`src/rtl/alu_pkg.sv`:
```
// Shared ALU definitions: operation codes and datapath width.
package alu_pkg;

    localparam int unsigned ALU_W = 32;

    typedef enum logic [2:0] {
        AND  = 3'b000,
        OR   = 3'b001,
        ADD  = 3'b010,
        ADDX = 3'b011,
        ANDN = 3'b100,
        ORN  = 3'b101,
        SUB  = 3'b110,
        SLT  = 3'b111
    } alu_op_e;

endpackage

```
`src/rtl/alu_share_arb_if.sv`:
```
// Request/response bundle between NREQ requesters and the shared-ALU arbiter.
interface alu_share_arb_if
    import alu_pkg::*;
#(
    parameter int unsigned NREQ = 2
) ();

    localparam int unsigned IDW = (NREQ > 1) ? $clog2(NREQ) : 1;

    logic [NREQ-1:0]            req_valid;
    logic [NREQ-1:0]            req_ready;
    logic [NREQ-1:0][ALU_W-1:0] req_a;
    logic [NREQ-1:0][ALU_W-1:0] req_b;
    logic [NREQ-1:0][2:0]       req_ctrl;
    logic                       rsp_valid;
    logic                       rsp_ready;
    logic [ALU_W-1:0]           rsp_y;
    logic                       rsp_zero;
    logic [IDW-1:0]             rsp_id;

    modport master (
        output req_valid, req_a, req_b, req_ctrl, rsp_ready,
        input  req_ready, rsp_valid, rsp_y, rsp_zero, rsp_id
    );

    modport slave (
        input  req_valid, req_a, req_b, req_ctrl, rsp_ready,
        output req_ready, rsp_valid, rsp_y, rsp_zero, rsp_id
    );

endinterface

```
`src/rtl/rr_arbiter.sv`:
```
// Combinational round-robin arbiter: search begins one past the last winner.
module rr_arbiter #(
    parameter int unsigned N = 2,
    localparam int unsigned IDW = (N > 1) ? $clog2(N) : 1
) (
    input  logic [N-1:0]   req,
    input  logic [IDW-1:0] last,
    output logic [N-1:0]   gnt,
    output logic [IDW-1:0] gnt_id
);

    int unsigned idx;
    logic        found;

    always_comb begin
        gnt    = '0;
        gnt_id = '0;
        found  = 1'b0;
        idx    = 0;
        for (int unsigned k = 1; k <= N; k++) begin
            idx = (32'(last) + k) % N;
            if (!found && req[idx]) begin
                found       = 1'b1;
                gnt[idx]    = 1'b1;
                gnt_id      = IDW'(idx);
            end
        end
    end

endmodule

```
`src/rtl/alu_share_arb.sv`:
```
// Shares one combinational ALU among NREQ requesters; results return through a
// one-entry response register tagged with the issuing requester's index.
module alu_share_arb
    import alu_pkg::*;
#(
    parameter int unsigned NREQ = 2
) (
    input  logic             clk,
    input  logic             rst_n,
    alu_share_arb_if.slave   bus,
    output logic [ALU_W-1:0] alu_a,
    output logic [ALU_W-1:0] alu_b,
    output logic [2:0]       alu_ctrl,
    input  logic [ALU_W-1:0] alu_y,
    input  logic             alu_zero
);

    localparam int unsigned IDW = (NREQ > 1) ? $clog2(NREQ) : 1;

    logic [NREQ-1:0]  gnt;
    logic [IDW-1:0]   gnt_id;
    logic             can_issue;
    logic             fire;

    logic             rsp_valid_q, rsp_valid_d;
    logic [ALU_W-1:0] rsp_y_q, rsp_y_d;
    logic             rsp_zero_q, rsp_zero_d;
    logic [IDW-1:0]   rsp_id_q, rsp_id_d;
    logic [IDW-1:0]   last_q, last_d;

    rr_arbiter #(
        .N (NREQ)
    ) u_arb (
        .req    (bus.req_valid),
        .last   (last_q),
        .gnt    (gnt),
        .gnt_id (gnt_id)
    );

    always_comb begin
        can_issue     = !rsp_valid_q || bus.rsp_ready;
        // Nothing is accepted while reset is held, so no request is lost.
        bus.req_ready = (rst_n && can_issue) ? gnt : '0;
        fire          = |(bus.req_valid & bus.req_ready);

        alu_a    = '0;
        alu_b    = '0;
        alu_ctrl = '0;
        if (|gnt) begin
            alu_a    = bus.req_a[gnt_id];
            alu_b    = bus.req_b[gnt_id];
            alu_ctrl = bus.req_ctrl[gnt_id];
        end

        rsp_valid_d = rsp_valid_q;
        rsp_y_d     = rsp_y_q;
        rsp_zero_d  = rsp_zero_q;
        rsp_id_d    = rsp_id_q;
        last_d      = last_q;
        if (fire) begin
            rsp_valid_d = 1'b1;
            rsp_y_d     = alu_y;
            rsp_zero_d  = alu_zero;
            rsp_id_d    = gnt_id;
            last_d      = gnt_id;
        end else if (bus.rsp_ready) begin
            rsp_valid_d = 1'b0;
        end
    end

    always_ff @(posedge clk) begin
        if (!rst_n) begin
            rsp_valid_q <= 1'b0;
            rsp_y_q     <= '0;
            rsp_zero_q  <= 1'b0;
            rsp_id_q    <= '0;
            last_q      <= IDW'(NREQ - 1);
        end else begin
            rsp_valid_q <= rsp_valid_d;
            rsp_y_q     <= rsp_y_d;
            rsp_zero_q  <= rsp_zero_d;
            rsp_id_q    <= rsp_id_d;
            last_q      <= last_d;
        end
    end

    always_comb begin
        bus.rsp_valid = rsp_valid_q;
        bus.rsp_y     = rsp_y_q;
        bus.rsp_zero  = rsp_zero_q;
        bus.rsp_id    = rsp_id_q;
    end

endmodule

```
`src/flat_wrapper.sv`:
```
// flat-port wrapper written by rule: the top's interface ports become plain ports
module alu_share_arb_flat import alu_pkg::*;
#(
    parameter int unsigned NREQ = 2
)
  (clk, rst_n, alu_a, alu_b, alu_ctrl, alu_y, alu_zero, bus_req_valid, bus_req_a, bus_req_b, bus_req_ctrl, bus_rsp_ready, bus_req_ready, bus_rsp_valid, bus_rsp_y, bus_rsp_zero, bus_rsp_id);
  alu_share_arb_if #(.NREQ(NREQ)) bus_i ();
  input  logic clk;
  input  logic rst_n;
  output logic [ALU_W-1:0] alu_a;
  output logic [ALU_W-1:0] alu_b;
  output logic [2:0] alu_ctrl;
  input  logic [ALU_W-1:0] alu_y;
  input  logic alu_zero;
  input wire logic [$bits(bus_i.req_valid)-1:0] bus_req_valid;
  input wire logic [$bits(bus_i.req_a)-1:0] bus_req_a;
  input wire logic [$bits(bus_i.req_b)-1:0] bus_req_b;
  input wire logic [$bits(bus_i.req_ctrl)-1:0] bus_req_ctrl;
  input wire logic [$bits(bus_i.rsp_ready)-1:0] bus_rsp_ready;
  output wire logic [$bits(bus_i.req_ready)-1:0] bus_req_ready;
  output wire logic [$bits(bus_i.rsp_valid)-1:0] bus_rsp_valid;
  output wire logic [$bits(bus_i.rsp_y)-1:0] bus_rsp_y;
  output wire logic [$bits(bus_i.rsp_zero)-1:0] bus_rsp_zero;
  output wire logic [$bits(bus_i.rsp_id)-1:0] bus_rsp_id;
  assign bus_i.req_valid = bus_req_valid;
  assign bus_i.req_a = bus_req_a;
  assign bus_i.req_b = bus_req_b;
  assign bus_i.req_ctrl = bus_req_ctrl;
  assign bus_i.rsp_ready = bus_rsp_ready;
  assign bus_req_ready = bus_i.req_ready;
  assign bus_rsp_valid = bus_i.rsp_valid;
  assign bus_rsp_y = bus_i.rsp_y;
  assign bus_rsp_zero = bus_i.rsp_zero;
  assign bus_rsp_id = bus_i.rsp_id;
  alu_share_arb #(.NREQ(NREQ)) u_core (.clk(clk), .rst_n(rst_n), .bus(bus_i), .alu_a(alu_a), .alu_b(alu_b), .alu_ctrl(alu_ctrl), .alu_y(alu_y), .alu_zero(alu_zero));
endmodule
```
`config.mk`:
```
export PLATFORM = sky130hd
export DESIGN_NAME = alu_share_arb_flat
export DESIGN_NICKNAME = d
export VERILOG_FILES = /design/src/rtl/alu_pkg.sv /design/src/rtl/alu_share_arb_if.sv /design/src/rtl/rr_arbiter.sv /design/src/rtl/alu_share_arb.sv /design/src/flat_wrapper.sv
export SDC_FILE = /design/constraint.sdc
export NUM_CORES = 1
export LEC_CHECK = 0
export ABC_AREA = 0
export BUFFER_PORTS_ARGS = -buffer_cell sky130_fd_sc_hd__buf_4
export CORE_AREA = 2 2 107 109
export CTS_BUF_LIST = sky130_fd_sc_hd__clkbuf_8
export DETAILED_ROUTE_END_ITERATION = 12
export DIE_AREA = 0 0 109 111
export PLACE_DENSITY = 0.63
export RECOVER_POWER = 50
export SYNTH_ARGS = -nofsm -noshare
export SYNTH_HDL_FRONTEND = slang
export SYNTH_HIERARCHICAL = 1
export SYNTH_SLANG_ARGS = --single-unit
```
`constraint.sdc`:
```
create_clock -name clk -period 1.5 [get_ports clk]
set_input_delay 0.225 -clock clk [delete_from_list [all_inputs] [get_ports clk]]
set_output_delay 0.225 -clock clk [all_outputs]
set_load 0.02 [all_outputs]
```
==> results_dict.tcl, run 1 <==
set metrics [dict create \
    grt_pass1_wl_um 16910 \
    antenna_cells 0 \
    async_flop_share_pct 0 \
    crit_cells 6 \
    worst_pin_slew_ns 0.2867 \
    hold_depth 3 \
    synthTopCellsByArea "dfxtp_1, mux2i_1, nor2_1, o21ai_2, nand4_1" \
    cp-start-kind "register" \
    vias 3467 \
    cts_tree "yes" \
    synthToLayoutAreaGrowth_pct 123.4 \
    via_per_inst 4.592 \
    insertion_delay_ns 0.28 \
    drc 0 \
    grt_usage_pct 17.38 \
    clock_skew_ns 0.003433 \
    timing.slew.headroom_pct 80.97 \
    clock_sinks 36 \
    yosys_warnings 6 \
    placed_area_mm2 0.005081 \
    period_share_pct 124.2 \
    ios 276 \
    holdWs_ns 0.1808 \
    cts_buffers 5 \
    nets 783 \
    cts.hold.buffers_added 0 \
    cts_buffer_depth 2 \
    clk_pin_slew_ns 0.07 \
    post_drt_wl_per_cell_um 15.51 \
    die_w_um 109 \
    die_area_mm2 0.01210 \
    rows 39 \
    slew_viol_final 0 \
    grt_pass1_vias 3510 \
    cp_max_fo 12 \
    synth_ff_type "dfxtp_1" \
    reg2reg_depth 7 \
    fmax_ghz 0.5369 \
    grt-ovfl-total 0 \
    drtPass1Iterations 4 \
    path_common_cell "buf_12" \
    hold_viol 0 \
    setup_violations 104 \
    violations "negative setup slack" \
    synth-edff-count 0 \
    dp_hpwl_um 8943 \
    drive_gt1_share_pct 69.28 \
    synthCells 321 \
    yosysSeqAreaShare_pct 28.28 \
    cp_num_buf_inv 3 \
    place.gp.congestion 0.8825 \
    antenna_found_initial 0 \
    drv_cap 0 \
    synth.cell_area_mm2 0.002549 \
    die_y_um 111 \
    holdCritPathClass "in -> reg" \
    drtIter0Drc 188 \
    grt_max_degree 31 \
    routed_wl_um 11710 \
    synth-seq-cells 36 \
    core-area_mm2 0.01108 \
    p_per_area_mw_per_mm2 679.2 \
    arrival_ns 1.64 \
    netlist.area_leader.share_pct 28.28 \
    outcome "finished with violations" \
    numPortBuffers 275 \
    leakage_nw 2.623 \
    h-tree-depth 2 \
    synth_area_per_cell_um2 7.940 \
    start_util_pct 23.01 \
    required_ns 1.27 \
    ir_drop_uv 314.5 \
    critPathCaptureType "primary output" \
    slowest_delay_ns 0.37 \
    fin_area_mm2 0.005694 \
    critPathTopFamily "buffers and inverters" \
    synth_fp_nets 493 \
    cp_slowest_cell "dfxtp_4" \
    synthDistinctLibCells 20 \
    yosys.area.top_type "dfxtp_1" \
    fin_crit_ns 1.863 \
    drtAntennaViolNets 0 \
    critPathKind "reg -> out" \
    setup_ws_ns -0.3627 \
    rsz0062_at_grt "yes" \
    crit_chain "a21boi_4 -> buf_12 -> buf_12 -> mux2i_1 -> nor2_2 -> buf_6" \
    cts_root_buf "clkbuf_8" \
]
[stage by stage]
step	power, W	TNS (ns)	setup slack [ns]	std cells	util, %
after floorplan	0.001984	-1.168	-0.06146	321	-
after global placement	0.002886	-8.951	-0.1706	734	45.87
after detailed placement	0.002909	-10.30	-0.1884	734	45.87
after CTS	0.003794	-20.71	-0.3410	747	49.36
after global routing	0.004062	-32.67	-0.4353	755	51.41
final	0.003868	-24.89	-0.3627	755	51.41
[cell usage in the layout (no fill, tap or decap)]
cell	count
dfxtp_4	1
mux2i_1	38
mux2i_2	23
nor2_1	18
clkbuf_1	17
buf_12	11
clkinvlp_4	1
mux2i_4	6
o211ai_2	1
and3_1	1
a21boi_2	2
buf_4	240
o21ai_1	5
nand4_1	34
nor2_2	47
clkbuf_8	6
buf_6	43
and3_4	2
nor2_4	3
a22o_4	1
clkbuf_16	5
nand2_1	34
a21boi_4	1
buf_8	2
inv_1	4
dfxtp_1	35
a21boi_0	1
o21ai_2	29
nand2b_1	1
[final timing paths]
check	from	endpoint	slack [ns]
min	alu_y[20]	u_core/bus.rsp_y[20]$_SDFFE_PN0P_	0.18
min reg2reg	u_core/bus.rsp_y[21]$_SDFFE_PN0P_	u_core/bus.rsp_y[21]$_SDFFE_PN0P_	0.46
max	u_core/last_q$_SDFFE_PN1P_	alu_a[13]	-0.36
max reg2reg	u_core/last_q$_SDFFE_PN1P_	u_core/bus.rsp_y[27]$_SDFFE_PN0P_	-0.14
[synthesized netlist by cell type, types with 2 or more instances]
| master | count |
|---|---|
| nor2_1 | 68 |
| mux2i_1 | 67 |
| dfxtp_1 | 36 |
| nand2_1 | 34 |
| nand4_1 | 34 |
| o21ai_2 | 29 |
| clkbuf_1 | 18 |
| buf_2 | 8 |
| buf_6 | 5 |
| o21ai_0 | 5 |
| a21boi_0 | 3 |
| buf_4 | 3 |
| inv_1 | 3 |
| and3_1 | 2 |
[area by class of cell]
cell class,instances,area (µm²)
Fill cell,1033,5383
Sequential cell,36,724.4
Tap cell,143,178.9
Clock buffer,6,82.58
Clock inverter,2,11.26
Inverter,3,11.26
Timing Repair Buffer,318,2725
Multi-Input combinational cell,247,1961
[logic make-up after synthesis]
kind of cell	share of synthesized area (%)
AND/OR/NAND/NOR	24.55
multiplexers	26.31
AO/OA/AOI/OAI	12.96
buffers and inverters	7.903
flip-flops	28.28
[worst reg2reg max path, stage by stage, from the launching register on]
cell	delay (ns)
dfxtp_4	0.38
inv_1	0.06
a21boi_2	0.21
buf_4	0.16
a22o_4	0.15
and3_4	0.32
clkbuf_16	0.20
o21ai_2	0.06
[state kept, by name, summed over array words and instances, names as in the netlist]
| name | count |
|---|---|
| u_core/bus.rsp_zero | 1 |
| u_core/bus.rsp_y | 32 |
| u_core/last_q | 1 |
| u_core/bus.rsp_valid | 1 |
| u_core/bus.rsp_id | 1 |
[per-layer routing]
| metal | vias up | GRT usage (%) | part of all wire [%] |
|---|---|---|---|
| li1 | 1699 | - | - |
| met4 | 0 | 4.786 | 1.4 |
| met3 | 17 | 3.704 | 7.4 |
| met2 | 158 | 31.06 | 52 |
| met5 | - | 0 | 0 |
| met1 | 1593 | 20.57 | 39 |
[where the power goes]
part / internal [W] / switching, W
combinational: 0.00108 / 0.000987
sequential: 0.00103 / 0.0000436
clock: 0.000367 / 0.000356
[repair_timing]
action / in CTS / in global routing
gates cloned: 1 / 6
gates resized for setup: 60 / 36
setup endpoints to repair: 105 / 105
buffers inserted: 4 / 3
pin swaps: 3 / 2
No activity file was read; power rests on OpenSTA's default activity.
==> run 2, diff against run 1 <==
Settings changed: REMOVE_ABC_BUFFERS set to 1.
==> run 2 against run 1 <==
Net effect: sequential power about the same; highest routed layer unchanged; worst setup slack worse by 0.048 ns; critical path type unchanged; flip-flop and latch count unchanged; the run still ends with negative setup slack left; power down 4.0%; global-route usage up 0.63 points; final cell count down 0.40%.
==> results_dict.tcl, run 2 (synthesis results as in run 1) <==
set metrics [dict create \
    crit_path_end "alu_b[7]" \
    power_w 0.003713 \
    clk_pin_slew_ns 0.08 \
    cts_tree "yes" \
    placed_area_mm2 0.004891 \
    cp_num_buf_inv 3 \
    holdWs_ns 0.1801 \
    grt_max_degree 33 \
    cp-startpoint "u_core/last_q$_SDFFE_PN1P_" \
    largest_reg_flops 32 \
    die_w_um 109 \
    outcome "finished with violations" \
    setup_violations 103 \
    required_ns 1.27 \
    r2r-end "u_core/bus.rsp_y[1]$_SDFFE_PN0P_" \
    leakage_nw 2.585 \
    rsz0062_at_grt "yes" \
    critPathTopFamily "buffers and inverters" \
    via_per_inst 4.584 \
    setup_ws_ns -0.4110 \
    routed_wl_um 12420 \
    fmax_ghz 0.5233 \
    cts_root_buf "clkbuf_8" \
    worst_pin_slew_ns 0.3186 \
    vias 3447 \
    layout_commonest_cell "buf_4" \
    fin_crit_ns 1.911 \
    die_y_um 111 \
    cts.hold.buffers_added 0 \
    holdCritPathClass "in -> reg" \
    violations "negative setup slack" \
    period_share_pct 127.4 \
    nets 780 \
    dp_hpwl_um 9250 \
    crit_cells 6 \
    cp_slowest_cell "dfxtp_4" \
    critPathCaptureType "primary output" \
    drtAntennaViolNets 0 \
    grt_pass1_wl_um 17170 \
    slew_viol_final 0 \
    core-area_mm2 0.01108 \
    rows 39 \
    grt_pass1_vias 3333 \
    drtPass1Iterations 4 \
    reg2reg_depth 8 \
    drc 0 \
    critPathKind "reg -> out" \
    cts_buffers 5 \
    ios 276 \
    timing.slew.headroom_pct 78.76 \
    h-tree-depth 2 \
    start_util_pct 23.01 \
    clock_sinks 36 \
    die_area_mm2 0.01210 \
    post_drt_wl_per_cell_um 16.52 \
    grt-ovfl-total 0 \
    arrival_ns 1.69 \
    cp_max_fo 8 \
    synthToLayoutAreaGrowth_pct 113.5 \
    drive_gt1_share_pct 60.92 \
    hold_viol 0 \
    cts_buffer_depth 2 \
    numPortBuffers 275 \
    antenna_found_initial 0 \
    final_util_pct 49.11 \
    antenna_cells 0 \
    r2r-start "u_core/last_q$_SDFFE_PN1P_" \
    fin_area_mm2 0.005440 \
    place.gp.congestion 0.7948 \
    slowest_delay_ns 0.36 \
    ir_drop_uv 361.5 \
    cp-start-kind "register" \
    crit_chain "a21boi_4 -> buf_12 -> buf_16 -> mux2i_4 -> nor2_1 -> buf_4" \
    insertion_delay_ns 0.28 \
    grt_usage_pct 18.01 \
    final_cell_mix "buf_4, nor2_1, mux2i_1, dfxtp_1" \
    r2r_setup_slack_ns -0.10 \
    p_per_area_mw_per_mm2 682.6 \
    clock_skew_ns 0.007415 \
    drv_cap 0 \
    drtIter0Drc 191 \
]
-- run 2: cell types whose count changed in the layout (fill, tap and decap cells not counted), moves of 2 or more --
cell	previous run	this run
o21ai_2	29	33
mux2i_2	23	6
clkinv_2	0	2
nor2_4	3	1
nor2_1	18	58
buf_12	11	5
nor2_2	47	9
buf_16	0	5
o21ai_1	5	1
buf_6	43	17
buf_4	240	263
mux2i_1	38	54
-- run 2: layer usage --
metal  wire [µm]  global-route usage, %  vias up
met5           0                      0        -
met4         150                  3.932        0
met3         898                  3.469        8
met2        6445                  32.46      157
met1        4929                  21.74     1586
li1            -                      -     1696
-- run 2: where the power goes --
group / switching (W) / internal (W) / leakage (nW)
Sequential: 0.0000419 / 0.00103 / 0.296
Combinational: 0.000950 / 0.00100 / 2.24
Clock: 0.000367 / 0.000324 / 0.0479
-- run 2: layout make-up --
type / count / area, µm²
fill: 1074 / 5637
timing repair buffer: 315 / 2616
multi-input combinational: 247 / 1822
sequential: 36 / 724.4
tap: 143 / 178.9
clock buffer: 5 / 68.82
clock inverter: 3 / 18.77
inverter: 3 / 11.26
-- run 2: worst register-to-register path, stage by stage, from the launching register on --
cell	delay, ns
dfxtp_4	0.36
inv_1	0.07
a21boi_2	0.06
buf_4	0.13
buf_4	0.13
a22o_4	0.25
and3_4	0.24
clkbuf_16	0.18
o21ai_2	0.12
-- run 2: through the flow --
stage               setup TNS, ns  setup slack, ns  cells
floorplan                 -502.31           -7.172    286
global placement           -3.247          -0.1582    730
detailed placement         -11.35          -0.1612    730
CTS                        -21.80          -0.3476    747
global route               -31.42          -0.4444    752
finish                     -26.03          -0.4110    752
-- run 2: worst min path at each step --
stage	start	end	slack, ns	cells past startpoint
2_1_floorplan	rst_n	u_core/last_q$_SDFFE_PN1P_	0.29	1
3_3_place_gp	u_core/bus.rsp_y[21]$_SDFFE_PN0P_	u_core/bus.rsp_y[21]$_SDFFE_PN0P_	0.45	2
3_5_place_dp	u_core/bus.rsp_y[11]$_SDFFE_PN0P_	u_core/bus.rsp_y[11]$_SDFFE_PN0P_	0.45	2
4_1_cts	alu_y[19]	u_core/bus.rsp_y[19]$_SDFFE_PN0P_	0.16	3
5_1_grt	alu_y[11]	u_core/bus.rsp_y[11]$_SDFFE_PN0P_	0.17	3
6_report	alu_zero	u_core/bus.rsp_zero$_SDFFE_PN0P_	0.18	3
-- run 2: timing repair --
item                                   in CTS  in global routing
buffers inserted                            5                  1
pin swaps                                   4                 16
gates resized for setup                    24                 51
setup endpoints to repair                 105                105
cloned                                      4                  5
endpoints found under the hold margin       0                  0
==> run 3, diff against run 2 <==
Settings changed: GPL_TIMING_DRIVEN set to 0.
==> run 3 against run 2 <==
Net effect: the run still ends with negative setup slack left; register-to-register slack worse by 0.24 ns; global-route usage up 0.88 points; fmax about the same; hold slack worse by 0.0081 ns; critical endpoint is now alu_a[8]; largest power group unchanged.
==> results_dict.tcl, run 3 (synthesis results as in run 1) <==
set metrics [dict create \
    post_drt_wl_per_cell_um 16.52 \
    placed_area_mm2 0.004681 \
    drc 0 \
    top_usage_layer "met2" \
    rows 39 \
    ir_drop_uv 391.8 \
    h-tree-depth 2 \
    leakage_nw 2.608 \
    cp_slowest_cell "dfxtp_4" \
    power_frac_seq_pct 27.9 \
    slowest_delay_ns 0.37 \
    start_util_pct 23.01 \
    drv_cap 0 \
    drtPass1Iterations 4 \
    holdCritPathClass "in -> reg" \
    grt_usage_pct 18.89 \
    grt_pass1_vias 3330 \
    setup_ws_ns -0.4124 \
    power_w 0.003847 \
    clock_sinks 36 \
    power_switching_w 0.001336 \
    nets 782 \
    critPathCaptureType "primary output" \
    drtAntennaViolNets 0 \
    crit_chain "a21boi_4 -> buf_6 -> buf_12 -> clkbuf_16 -> mux2i_1 -> nor2_1 -> buf_4" \
    period_share_pct 127.5 \
    fin_cells 756 \
    grt_max_degree 75 \
    arrival_ns 1.69 \
    routed_wl_um 12490 \
    numPortBuffers 275 \
    cp_max_fo 6 \
    outcome "finished with violations" \
    drtIter0Drc 277 \
    via_per_inst 4.587 \
    fin_area_mm2 0.005450 \
    setup-tns-final_ns -31.20 \
    p_clk_share_pct 21.5 \
    fin_crit_ns 1.912 \
    rsz0062_at_grt "yes" \
    dp_hpwl_um 8450 \
    cp_num_buf_inv 4 \
    nFillCells 1050 \
    cts_buffer_depth 2 \
    clk_pin_slew_ns 0.08 \
    final_cell_mix "buf_4, nor2_1, mux2i_1" \
    switching_share_pct 34.72 \
    drive_gt1_share_pct 58.76 \
    antenna_found_initial 2 \
    insertion_delay_ns 0.28 \
    worst_pin_slew_ns 0.6971 \
    critPathKind "reg -> out" \
    synthToLayoutAreaGrowth_pct 113.8 \
    p_int_w 0.002511 \
    largest_reg_flops 32 \
    die_y_um 111 \
    cts_buffers 5 \
    required_ns 1.27 \
    vias 3468 \
    clock_skew_ns 0.008368 \
    p_per_area_mw_per_mm2 705.8 \
    core-area_mm2 0.01108 \
    grt_use_met1_pct 23.33 \
    grt-ovfl-total 0 \
    cts_root_buf "clkbuf_8" \
    place.gp.congestion 0.7542 \
    timing.slew.headroom_pct 53.53 \
    cts_tree "yes" \
    violations "negative setup slack" \
    met2_usage_pct 33.00 \
    cp-start-kind "register" \
    dp.cells 707 \
    combPwrFrac_pct 50.6 \
    final_util_pct 49.20 \
    ios 276 \
    gr-usage-met3_pct 2.998 \
    die_w_um 109 \
    hold_viol 0 \
    critPathTopFamily "buffers and inverters" \
    die_area_mm2 0.01210 \
    grt_pass1_wl_um 17770 \
    setup_violations 103 \
    slew_viol_final 0 \
    layout_commonest_cell "buf_4" \
    fmax_ghz 0.5229 \
]
run 3: path summary, 6_finish.rpt:
kind                                                   startpoint                           endpoint  slack, ns  cells past startpoint
worst max-delay path                   u_core/last_q$_SDFFE_PN1P_                           alu_a[8]      -0.41                      7
worst max register to register         u_core/last_q$_SDFFE_PN1P_         u_core/last_q$_SDFFE_PN1P_      -0.34                     12
worst min register to register  u_core/bus.rsp_y[21]$_SDFFE_PN0P_  u_core/bus.rsp_y[21]$_SDFFE_PN0P_       0.45                      2
worst min-delay path                                    alu_y[17]  u_core/bus.rsp_y[17]$_SDFFE_PN0P_       0.17                      3
run 3: worst min-delay path: stages:
cell,delay [ns]
buf_4,0.08
nand4_1,0.06
o21ai_1,0.07
run 3: metrics by stage:
stage	hold WS, ns	setup slack [ns]
after floorplan	0.2896	-7.172
after global placement	0.4461	-9.260
after detailed placement	0.4518	-1.511
after CTS	0.1645	-0.3903
after global routing	0.1803	-0.4576
final	0.1720	-0.4124
run 3: power by group through the flow:
stage	clock network (W)	logic (W)	registers, W
floorplan	0	0.000762	0.00118
global placement	0	0.00172	0.00109
detailed placement	0	0.00164	0.00109
CTS	0.000851	0.00186	0.00108
global route	0.000882	0.00206	0.00108
finish	0.000827	0.00194	0.00107
run 3: repair_timing:
item / CTS / global route
endpoints found under the setup margin: 105 / 105
gates cloned: 8 / 4
hold buffers: 0 / 0
setup buffers: 24 / 3
pin swaps: 22 / 21
gates resized for setup: 39 / 24
run 3: final cells by class:
| class | count | area, µm² | share of cell area, % |
|---|---|---|---|
| Inverter | 3 | 11.26 | 0.2066 |
| Clock buffer | 5 | 68.82 | 1.263 |
| Clock inverter | 3 | 38.79 | 0.7117 |
| Timing Repair Buffer | 312 | 2586 | 47.45 |
| Sequential cell | 36 | 725.7 | 13.31 |
| Antenna cell | 2 | 5.005 | 0.09183 |
| Tap cell | 143 | 178.9 | 3.283 |
| Multi-Input combinational cell | 252 | 1836 | 33.68 |
run 3: routing by layer:
metal | part of all wire [%] | vias to the layer above
li1 | - | 1709
met1 | 41 | 1573
met2 | 50 | 167
met3 | 6.9 | 19
met4 | 2.3 | 0
met5 | 0 | -
